### src/rtl/wishbone_ram_mux_n.sv
// Registered Wishbone decoder that fans one upstream port out to NUM_PORTS SRAM wrappers,
// with per-port cyc isolation, decode-miss/timeout errors and error status for the logic analyser.
module wishbone_ram_mux_n #(
  parameter int          NUM_PORTS  = 10,
  parameter logic [31:0] BASE_ADDR  = 32'h3000_0000,
  parameter int          INDEX_LSB  = 16,
  parameter int          INDEX_BITS = 4,
  parameter int          SPAN_BITS  = 12,
  parameter int          TIMEOUT    = 255
) (
  input  logic                      wb_clk_i,
  input  logic                      wb_rst_i,
  input  logic                      wbs_ufp_stb_i,
  input  logic                      wbs_ufp_cyc_i,
  input  logic                      wbs_ufp_we_i,
  input  logic [3:0]                wbs_ufp_sel_i,
  input  logic [31:0]               wbs_ufp_adr_i,
  input  logic [31:0]               wbs_ufp_dat_i,
  output logic                      wbs_ufp_ack_o,
  output logic                      wbs_ufp_err_o,
  output logic [31:0]               wbs_ufp_dat_o,
  output logic [NUM_PORTS-1:0]      wbs_dfp_stb_o,
  output logic [NUM_PORTS-1:0]      wbs_dfp_cyc_o,
  output logic [NUM_PORTS-1:0]      wbs_dfp_we_o,
  output logic [4*NUM_PORTS-1:0]    wbs_dfp_sel_o,
  output logic [SPAN_BITS-1:0]      wbs_dfp_adr_o,
  output logic [32*NUM_PORTS-1:0]   wbs_dfp_dat_o,
  input  logic [32*NUM_PORTS-1:0]   wbs_dfp_dat_i,
  input  logic [NUM_PORTS-1:0]      wbs_dfp_ack_i,
  output logic [7:0]                err_count_o,
  output logic [31:0]               last_err_adr_o
);

  localparam int          UPPER_LSB    = INDEX_LSB + INDEX_BITS;
  localparam logic [31:0] GAP_MASK     = ((32'd1 << INDEX_LSB) - 32'd1) & ~((32'd1 << SPAN_BITS) - 32'd1);
  localparam logic [15:0] TIMEOUT_LAST = 16'(TIMEOUT - 1);

  typedef enum logic [1:0] {IDLE, ACTIVE, RESP_ACK, RESP_ERR} state_t;

  state_t                 state_q, state_d;
  logic [NUM_PORTS-1:0]   portSel_q, portSel_d;
  logic                   we_q, we_d;
  logic [3:0]             sel_q, sel_d;
  logic [31:0]            wrData_q, wrData_d;
  logic [SPAN_BITS-1:0]   spanAdr_q, spanAdr_d;
  logic [31:0]            reqAdr_q, reqAdr_d;
  logic [15:0]            timer_q, timer_d;
  logic [31:0]            rdData_q, rdData_d;
  logic [7:0]             errCount_q, errCount_d;
  logic [31:0]            lastErrAdr_q, lastErrAdr_d;

  logic [INDEX_BITS-1:0]  reqIdx;
  logic                   upperOk, gapOk, idxOk, reqHit;
  logic                   selAck;
  logic [31:0]            selRdData;
  logic [7:0]             errCountInc;

  assign reqIdx  = wbs_ufp_adr_i[INDEX_LSB +: INDEX_BITS];
  assign upperOk = (wbs_ufp_adr_i >> UPPER_LSB) == (BASE_ADDR >> UPPER_LSB);
  assign gapOk   = (wbs_ufp_adr_i & GAP_MASK) == 32'd0;
  assign idxOk   = 32'(reqIdx) < 32'(NUM_PORTS);
  assign reqHit  = upperOk && gapOk && idxOk;

  // The one-hot port register doubles as the response mux select, so acks from idle ports never leak in.
  assign selAck      = |(wbs_dfp_ack_i & portSel_q);
  assign errCountInc = (errCount_q == 8'hFF) ? 8'hFF : errCount_q + 8'd1;

  always_comb begin
    selRdData = '0;
    for (int i = 0; i < NUM_PORTS; i++) begin
      if (portSel_q[i]) selRdData = selRdData | wbs_dfp_dat_i[32*i +: 32];
    end
  end

  always_comb begin
    state_d      = state_q;
    portSel_d    = portSel_q;
    we_d         = we_q;
    sel_d        = sel_q;
    wrData_d     = wrData_q;
    spanAdr_d    = spanAdr_q;
    reqAdr_d     = reqAdr_q;
    timer_d      = timer_q;
    rdData_d     = rdData_q;
    errCount_d   = errCount_q;
    lastErrAdr_d = lastErrAdr_q;
    case (state_q)
      IDLE: begin
        if (wbs_ufp_cyc_i && wbs_ufp_stb_i) begin
          we_d      = wbs_ufp_we_i;
          sel_d     = wbs_ufp_sel_i;
          wrData_d  = wbs_ufp_dat_i;
          spanAdr_d = wbs_ufp_adr_i[SPAN_BITS-1:0];
          reqAdr_d  = wbs_ufp_adr_i;
          if (reqHit) begin
            portSel_d = NUM_PORTS'(1) << reqIdx;
            timer_d   = 16'd0;
            state_d   = ACTIVE;
          end else begin
            errCount_d   = errCountInc;
            lastErrAdr_d = wbs_ufp_adr_i;
            state_d      = RESP_ERR;
          end
        end
      end
      // Abort outranks ack, which outranks the watchdog.
      ACTIVE: begin
        if (!wbs_ufp_cyc_i) begin
          portSel_d = '0;
          state_d   = IDLE;
        end else if (selAck) begin
          rdData_d  = selRdData;
          portSel_d = '0;
          state_d   = RESP_ACK;
        end else if (timer_q == TIMEOUT_LAST) begin
          portSel_d    = '0;
          errCount_d   = errCountInc;
          lastErrAdr_d = reqAdr_q;
          state_d      = RESP_ERR;
        end else begin
          timer_d = timer_q + 16'd1;
        end
      end
      RESP_ACK: state_d = IDLE;
      RESP_ERR: state_d = IDLE;
      default:  state_d = IDLE;
    endcase
  end

  always_ff @(posedge wb_clk_i or posedge wb_rst_i) begin
    if (wb_rst_i) begin
      state_q      <= IDLE;
      portSel_q    <= '0;
      we_q         <= 1'b0;
      sel_q        <= '0;
      wrData_q     <= '0;
      spanAdr_q    <= '0;
      reqAdr_q     <= '0;
      timer_q      <= '0;
      rdData_q     <= '0;
      errCount_q   <= '0;
      lastErrAdr_q <= '0;
    end else begin
      state_q      <= state_d;
      portSel_q    <= portSel_d;
      we_q         <= we_d;
      sel_q        <= sel_d;
      wrData_q     <= wrData_d;
      spanAdr_q    <= spanAdr_d;
      reqAdr_q     <= reqAdr_d;
      timer_q      <= timer_d;
      rdData_q     <= rdData_d;
      errCount_q   <= errCount_d;
      lastErrAdr_q <= lastErrAdr_d;
    end
  end

  assign wbs_ufp_ack_o  = (state_q == RESP_ACK);
  assign wbs_ufp_err_o  = (state_q == RESP_ERR);
  assign wbs_ufp_dat_o  = (state_q == RESP_ACK) ? rdData_q : 32'd0;
  assign wbs_dfp_stb_o  = portSel_q;
  assign wbs_dfp_cyc_o  = portSel_q;
  assign wbs_dfp_we_o   = portSel_q & {NUM_PORTS{we_q}};
  assign wbs_dfp_adr_o  = spanAdr_q;
  assign err_count_o    = errCount_q;
  assign last_err_adr_o = lastErrAdr_q;

  for (genvar g = 0; g < NUM_PORTS; g++) begin : gen_port
    assign wbs_dfp_sel_o[4*g +: 4]  = portSel_q[g] ? sel_q : 4'd0;
    assign wbs_dfp_dat_o[32*g +: 32] = portSel_q[g] ? wrData_q : 32'd0;
  end

endmodule

### config.mk
export PLATFORM = sky130hd
export DESIGN_NAME = wishbone_ram_mux_n
export DESIGN_NICKNAME = d
export VERILOG_FILES = /design/src/rtl/wishbone_ram_mux_n.sv
export SDC_FILE = /design/constraint.sdc
export NUM_CORES = 1
export LEC_CHECK = 0
export CORE_AREA = 2 2 341 343
export CTS_BUF_LIST = sky130_fd_sc_hd__clkbuf_4
export CTS_CLUSTER_SIZE = 14
export DETAILED_ROUTE_END_ITERATION = 7
export DIE_AREA = 0 0 343 345
export PLACE_DENSITY = 0.32
export SYNTH_ARGS = -nofsm -noshare
export SYNTH_HDL_FRONTEND = slang
export SYNTH_SLANG_ARGS = --single-unit
### constraint.sdc
create_clock -name wb_clk_i -period 17.2 [get_ports wb_clk_i]
set_input_delay 4.3 -clock wb_clk_i [delete_from_list [all_inputs] [get_ports wb_clk_i]]
set_output_delay 4.3 -clock wb_clk_i [all_outputs]
set_load 0.02 [all_outputs]
==> impl_metrics.yaml, run 1 <==
synthesis:
  yosysSeqAreaShare_pct: 35.05
  yosysWarnings: 0
  synth.avg_cell_area_sq_um: 8.108
  synth.area.top_cells: "dfrtp_1, and2_1, nand2_1, a22oi_1, clkbuf_1"
  syn_inst: 1488
  syn-cell-area_sq_mm: 0.01207
  yosysTopAreaCellShare_pct: 35.05
  synth_top_area_cell: "dfrtp_1"
  syn_nets: 1894
  ys_ff_latch: 169
  synth_cell_types: 50
finish:
  fin_util_pct: 19.58
  syn2layout_area_growth_pct: 86.76
  drive_gt1_share_pct: 4.971
  final_cell_mix: "clkdlybuf4s50_1, and2_1, nand2_1"
  layout_commonest_cell: "clkdlybuf4s50_1"
  fillers: 12840
  final_area_sq_mm: 0.02253
  nets: 2626
job:
  cap_violations: 0
clock_tree:
  hold_buffers: 0
  root_buffer: "clkbuf_4"
  cts_tree: "built"
  htreeDepth: 4
  numCtsBuffers: 17
  clk_latency_ps: 810
  cts.sinks: 169
  post_cts_buffers: 0
  clockBufferDepth: 2
  clk_pin_slew_ps: 180
  cts_resized: 0
place:
  place_ws_ps: 9812
  gp_congestion: 0.8699
  dp_hpwl_um: 67290
  dpl_cell_area_sq_mm: 0.02217
  portBuffers: 878
setup_path:
  crit_family: "buffers and inverters"
  r2r_slack_ps: 13310
  slowest_stage: "dfrtp_4"
  cp_data_required_time_ps: 12900
  critPathArrivalTime_ps: 3250
  critPathLaunchType: "flip-flop"
  worstPathMaxFanout: 46
  cp_slowest_stage_delay_ps: 1010
  crit_buf_inv: 2
  criticalPathCategory: "reg -> out"
  cp_cell_sequence: "buf_4, and2_1, clkdlybuf4s50_1"
  rr_worst_depth: 8
  cp-end-kind: "output port"
  path_depth: 3
power:
  comb_power_share_pct: 47.9
  p_switching_mw: 0.9218
  p_per_area_mw_per_mm2: 87.63
  clockPowerShare_pct: 14.8
  internal_power_mw: 1.053
  seqPwrFrac_pct: 37.3
  p_leak_nw: 8.746
  vdd_drop_max_uv: 44.50
  power.share.switching_pct: 46.69
floorplan:
  die_h_um: 345
  dieArea_sq_mm: 0.1183
  die_w_um: 343
  fp.coreArea_sq_mm: 0.1151
  initial_core_util_pct: 10.48
  boundaryPins: 879
  num_rows: 125
routing:
  drt_first_pass_iters: 5
  via_count: 14070
  drtAntennaViolNets: 0
  vias_per_cell: 3.723
  wl_um: 89430
  wl_per_cell_um: 23.66
  drtIter0Drc: 793
  drc: 0
global_routing:
  grt_pass1_wl_um: 120100
  grt-ovfl-total: 0
  grt_antenna_before_repair: 23
  grt_max_degree: 105
  grt_pass1_vias: 14120
  grt_usage_pct: 14.53
sta:
  setup_violations: 0
  hold_viol: 0
  rsz0062_at_grt: "no"
  slew_viol_final: 0
  finClkSkew_ps: 47.56
  slew_headroom_pct: 20.69
  finalSetupTns_ps: 0
  fmax_mhz: 132.5
  worst_slack_ps: 9652
  worst_slew_pin_slew_ps: 1187
  period_needed_ps: 7548
  finalCritPeriodShare_pct: 43.89
min_path:
  hold_path_class: "reg -> reg"
  whs_path_depth: 1
status:
  status: "complete, no violations"
## worst reg2reg max path: stages, from the launching register on
cell	delay, ps
dfrtp_4	810
buf_4	460
a22oi_1	410
buf_4	230
nand2_1	120
or3_1	660
a21oi_4	200
buf_4	470
mux2_1	430
## cell type report
| cell class | instances | area [sq um] | area share, % |
|---|---|---|---|
| Antenna cell | 23 | 57.56 | 0.2554 |
| Clock buffer | 17 | 127.6 | 0.5664 |
| Clock inverter | 15 | 180.2 | 0.7996 |
| Inverter | 4 | 22.52 | 0.09995 |
| Multi-Input combinational cell | 1135 | 7071 | 31.38 |
| Sequential cell | 169 | 4267 | 18.93 |
| Tap cell | 1524 | 1907 | 8.462 |
| Timing Repair Buffer | 893 | 8901 | 39.50 |
## cell families after synthesis
logic type,count (synthesis),synth area share (%)
buffers and inverters,184,6.668
muxes,74,6.855
DFF,169,35.05
and+or+nand+nor,791,34.48
adders and majority gates,3,0.3111
AOI/OAI and AO/OA,267,16.63
## power by group through the flow
stage               sequential [mW]  clock (mW)  combinational, mW
finish                        0.736       0.291              0.947
global route                  0.770       0.327               1.02
CTS                           0.748       0.315              0.972
detailed placement            0.755           0              0.967
global placement              0.751           0              0.968
floorplan                     0.632           0              0.484
## synthesized netlist by cell type, drive strengths merged
library cell	n
nand3b	1
nor2b	2
o221a	1
nor2	12
a211oi	7
nor3	10
inv	4
a31oi	33
o31ai	7
nor3b	1
a2111oi	1
nand2	302
mux2i	5
nor4	5
and3	7
o211ai	1
and4	1
buf	39
nor4bb	1
a21oi	11
or4b	1
nand3	16
or2	4
or3	5
a31o	1
nand2b	7
a21o	32
and2	405
nor4b	2
o21bai	1
a21boi	1
dfrtp	169
or4	6
clkbuf	141
nand4	3
mux2	69
a22oi	133
ha	3
o21ai	6
a221oi	32
## routing by layer
| layer | GRT usage [%] | routed length [um] | up-vias |
|---|---|---|---|
| met1 | 17.32 | 36530 | 6970 |
| li1 | - | - | 6508 |
| met5 | 0 | 44 | - |
| met3 | 3.220 | 5594 | 67 |
| met2 | 26.09 | 45980 | 520 |
| met4 | 3.591 | 1280 | 8 |
## flip-flops by register name, summed over array words and instances (netlist names), 2 cells and up
name	cells
sel_q	4
wrData_q	32
last_err_adr_o	32
state_q	2
rdData_q	32
timer_q	16
err_count_o	8
wbs_dfp_cyc_o	10
reqAdr_q	21
wbs_dfp_adr_o	11
## final timing paths
path                                   from            endpoint
max                        wbs_dfp_cyc_o[2]   wbs_dfp_dat_o[64]
min                             rdData_q[4]         rdData_q[4]
max reg2reg                wbs_dfp_cyc_o[0]  last_err_adr_o[14]
min reg2reg                     rdData_q[4]         rdData_q[4]
max in group asynchronous          wb_rst_i    wbs_dfp_cyc_o[4]
min in group asynchronous          wb_rst_i         wrData_q[7]
## per-stage QoR
step,instances,hold slack [ps],power [mW]
2_1_floorplan,1488,441.0,1.115
3_3_place_gp,3725,454.3,1.720
3_5_place_dp,3725,458.1,1.722
4_1_cts,3757,496.0,2.035
5_1_grt,3769,515.3,2.113
6_report,3780,487.5,1.975
Note: power is estimated with default switching activity, not from simulation.
==> run 2, diff against run 1 <==
- CORE_AREA: 2 2 341 343 -> 2 2 344 346
- DIE_AREA: 0 0 343 345 -> 0 0 346 348
- clock period: 17.2 -> 6.7 ns (I/O delays scaled with it)
==> impl_metrics.yaml, run 2 (same netlist as run 1, synthesis figures left out) <==
status:
  status: "complete, no violations"
power:
  p_per_area_mw_per_mm2: 221.3
  internal_power_mw: 2.642
  seqPwrFrac_pct: 38.2
  comb_power_share_pct: 48.0
  p_switching_mw: 2.351
  finalPower_mw: 4.993
  power.share.switching_pct: 47.09
  clockPowerShare_pct: 13.9
  p_leak_nw: 8.753
  vdd_drop_max_uv: 133.3
place:
  dp_hpwl_um: 66570
  gp_congestion: 0.8460
  dpl_cell_area_sq_mm: 0.02221
  portBuffers: 878
setup_path:
  worstPathMaxFanout: 35
  cp-end-kind: "output port"
  critPathLaunchType: "flip-flop"
  criticalPathCategory: "reg -> out"
  cp_data_required_time_ps: 5030
  critPathArrivalTime_ps: 3140
floorplan:
  boundaryPins: 879
  die_h_um: 348
  die_w_um: 346
  dieArea_sq_mm: 0.1204
  initial_core_util_pct: 10.31
  fp.coreArea_sq_mm: 0.1170
  num_rows: 126
clock_tree:
  numCtsBuffers: 17
  root_buffer: "clkbuf_4"
  clk_latency_ps: 770
  cts_tree: "built"
  clockBufferDepth: 2
  htreeDepth: 4
  cts_resized: 0
  hold_buffers: 0
  clk_pin_slew_ps: 170
  cts.sinks: 169
  post_cts_buffers: 0
routing:
  wl_um: 88010
  drt_first_pass_iters: 5
  drtIter0Drc: 909
  via_count: 14050
  drtAntennaViolNets: 0
  vias_per_cell: 3.699
  wl_per_cell_um: 23.17
  drc: 0
global_routing:
  grt_pass1_wl_um: 118500
  grt_max_degree: 98
  grt_antenna_before_repair: 25
  grt_pass1_vias: 14070
  grt_usage_pct: 13.97
  grt-ovfl-total: 0
finish:
  nets: 2628
  fillers: 13030
  final_cell_mix: "clkdlybuf4s50_1, and2_1, nand2_1"
  final_area_sq_mm: 0.02256
  layout_commonest_cell: "clkdlybuf4s50_1"
  syn2layout_area_growth_pct: 86.97
  drive_gt1_share_pct: 5.101
sta:
  slew_headroom_pct: 30.07
  setup_violations: 0
  worst_slew_pin_slew_ps: 1049
  slew_viol_final: 0
  hold_viol: 0
  fmax_mhz: 207.9
  period_needed_ps: 4810
  finalSetupTns_ps: 0
  finClkSkew_ps: 37.98
  rsz0062_at_grt: "no"
  finalCritPeriodShare_pct: 71.80
job:
  cap_violations: 0
min_path:
  hold_path_class: "reg -> reg"
## run 2: worst max-delay path: stages (launching register included)
cell             delay [ps]
dfrtp_1                 510
nor2b_4                 830
and2_1                  340
clkdlybuf4s50_1         700
## run 2: area by class of cell
class                   instances  area, sq um  area share, %
flip-flops and latches        169         4267          18.91
diodes                         27        67.56         0.2995
clock inverters                14        146.4         0.6489
repair buffers                895         8929          39.58
multi-input cells            1135         7071          31.34
inverters                       4        22.52        0.09983
well taps                    1536         1922          8.519
clock buffers                  18        135.1         0.5990
## run 2: final timing paths
| kind | cells after the start | startpoint | to | slack, ps |
|---|---|---|---|---|
| min in group asynchronous | 2 | wb_rst_i | last_err_adr_o[6] | 1410 |
| hold reg to reg | 1 | rdData_q[22] | rdData_q[22] | 490 |
| setup / recovery | 3 | state_q[1] | wbs_ufp_dat_o[0] | 1890 |
| setup reg to reg | 7 | wbs_dfp_cyc_o[9] | last_err_adr_o[13] | 3090 |
| max in group asynchronous | 3 | wb_rst_i | rdData_q[22] | 4030 |
| hold / removal | 1 | rdData_q[22] | rdData_q[22] | 490 |
## run 2: layer usage
layer | vias to the layer above | wire (um) | share of wire [%] | track usage [%]
met5 | - | 27 | 0.031 | 0
met4 | 4 | 911 | 1.0 | 2.905
met3 | 48 | 5297 | 6.0 | 3.171
met2 | 514 | 46160 | 52 | 25.54
met1 | 6973 | 35610 | 40 | 16.55
li1 | 6510 | - | - | -
## run 2: power groups by stage
stage               Sequential, mW  Clock [mW]  Combinational [mW]
finish                        1.91       0.692                2.40
detailed placement            1.95           0                2.44
global placement              1.94           0                2.44
floorplan                     1.62           0                1.24
CTS                           1.93       0.765                2.45
global route                  1.98       0.788                2.56
## run 2: metrics by stage
step                      setup WS [ps]  instances  hold slack (ps)  utilization [%]
after global routing               1520       3785            517.6            19.26
after floorplan                   449.9       1488            441.0                -
after global placement             2010       3739            454.3            18.99
final                              1890       3798            493.6            19.29
after CTS                          1556       3771            501.4            19.23
after detailed placement           1992       3739            460.5            18.99
==> run 3, diff against run 2 <==
- clock period: 6.7 -> 4.3 ns (I/O delays scaled with it)
==> impl_metrics.yaml, run 3 (same netlist as run 1, synthesis figures left out) <==
sta:
  worst_slew_pin_slew_ps: 1085
  fmax_mhz: 253.1
  rsz0062_at_grt: "no"
  slew_viol_final: 0
  slew_headroom_pct: 27.48
  period_needed_ps: 3952
  finalCritPeriodShare_pct: 91.90
  setup_violations: 0
  hold_viol: 0
  finalSetupTns_ps: 0
  finClkSkew_ps: 39.16
global_routing:
  grt_pass1_wl_um: 120100
  grt_pass1_vias: 14460
  grt-ovfl-total: 0
  grt_antenna_before_repair: 16
  grt_usage_pct: 14.08
  grt_max_degree: 58
floorplan:
  die_w_um: 346
  dieArea_sq_mm: 0.1204
  boundaryPins: 879
  die_h_um: 348
  num_rows: 126
  initial_core_util_pct: 10.31
  fp.coreArea_sq_mm: 0.1170
clock_tree:
  clk_pin_slew_ps: 160
  htreeDepth: 4
  post_cts_buffers: 0
  hold_buffers: 0
  clockBufferDepth: 2
  clk_latency_ps: 750
  cts.sinks: 169
  cts_resized: 0
  numCtsBuffers: 17
  cts_tree: "built"
  root_buffer: "clkbuf_4"
setup_path:
  cp-end-kind: "output port"
  criticalPathCategory: "reg -> out"
  worstPathMaxFanout: 45
  rr_worst_depth: 6
  critPathArrivalTime_ps: 2880
  critPathLaunchType: "flip-flop"
  cp_data_required_time_ps: 3220
power:
  finalPower_mw: 7.931
  p_per_area_mw_per_mm2: 347.9
  vdd_drop_max_uv: 188.6
  p_leak_nw: 8.909
place:
  dpl_cell_area_sq_mm: 0.02246
  gp_congestion: 0.8721
  portBuffers: 878
  dp_hpwl_um: 67900
min_path:
  whs_path_depth: 1
  hold_path_class: "reg -> reg"
finish:
  fin_util_pct: 19.49
  nets: 2653
  drive_gt1_share_pct: 6.195
  final-seq-area_sq_mm: 0.004267
  final_cell_mix: "clkdlybuf4s50_1, and2_1, nand2_1"
  fillers: 12950
  final_area_sq_mm: 0.02280
  syn2layout_area_growth_pct: 88.97
  layout_commonest_cell: "clkdlybuf4s50_1"
  multi_input_area_sq_mm: 0.007071
routing:
  via_count: 14020
  drt_first_pass_iters: 7
  wl_per_cell_um: 23.20
  drtIter0Drc: 788
  drc: 0
  drtAntennaViolNets: 0
  vias_per_cell: 3.686
  wl_um: 88260
job:
  cap_violations: 0
status:
  status: "complete, no violations"
==> run 3: worst paths after layout <==
path / from / to / slack (ps)
worst max-delay path: wbs_dfp_cyc_o[1] / wbs_dfp_cyc_o[1] / 350
worst min-delay path: rdData_q[6] / rdData_q[6] / 490
worst max register to register: wbs_dfp_cyc_o[1] / last_err_adr_o[17] / 1220
worst min register to register: rdData_q[6] / rdData_q[6] / 490
max in group asynchronous: wb_rst_i / wbs_dfp_adr_o[8] / 2620
min in group asynchronous: wb_rst_i / wrData_q[28] / 890
==> run 3: layer usage <==
layer | routed length (um) | share of wire (%) | vias to the layer above | GRT usage, %
li1 | - | - | 6530 | -
met1 | 35140 | 40 | 6950 | 16.02
met2 | 46910 | 53 | 477 | 26.34
met3 | 4903 | 5.6 | 60 | 3.560
met4 | 1275 | 1.4 | 6 | 2.816
met5 | 27 | 0.031 | - | 0
==> run 3: power by group <==
group | switching (mW) | leakage (nW) | internal [mW] | total [mW]
clock | 0.756 | 0.172 | 0.390 | 1.15
combinational | 1.95 | 6.63 | 1.82 | 3.77
sequential | 0.955 | 2.11 | 2.06 | 3.01
total | 3.66 | 8.91 | 4.27 | 7.93
==> run 3: stage by stage <==
| stage | worst slack [ps] | hold WS [ps] | std cells |
|---|---|---|---|
| finish | 348.5 | 490.0 | 3804 |
| CTS | 132.0 | 497.4 | 3796 |
| global placement | 590.7 | 454.7 | 3764 |
| global route | 96.54 | 521.9 | 3800 |
| floorplan | 1070 | 441.0 | 1488 |
| detailed placement | 559.9 | 458.0 | 3764 |
==> run 3: worst max-delay path, cell delays in order (launching register included) <==
cell             delay, ps
dfrtp_4                980
buf_4                  430
clkdlybuf4s50_1        670
==> run 3: final cells by class <==
cell class                      instances  area share [%]
Antenna cell                            8         0.08781
Timing Repair Buffer                  920           40.26
Multi-Input combinational cell       1135           31.01
Clock buffer                           19          0.6256
Inverter                                4         0.08232
Sequential cell                       169           18.71
Clock inverter                         13          0.7903
Tap cell                             1536           8.429
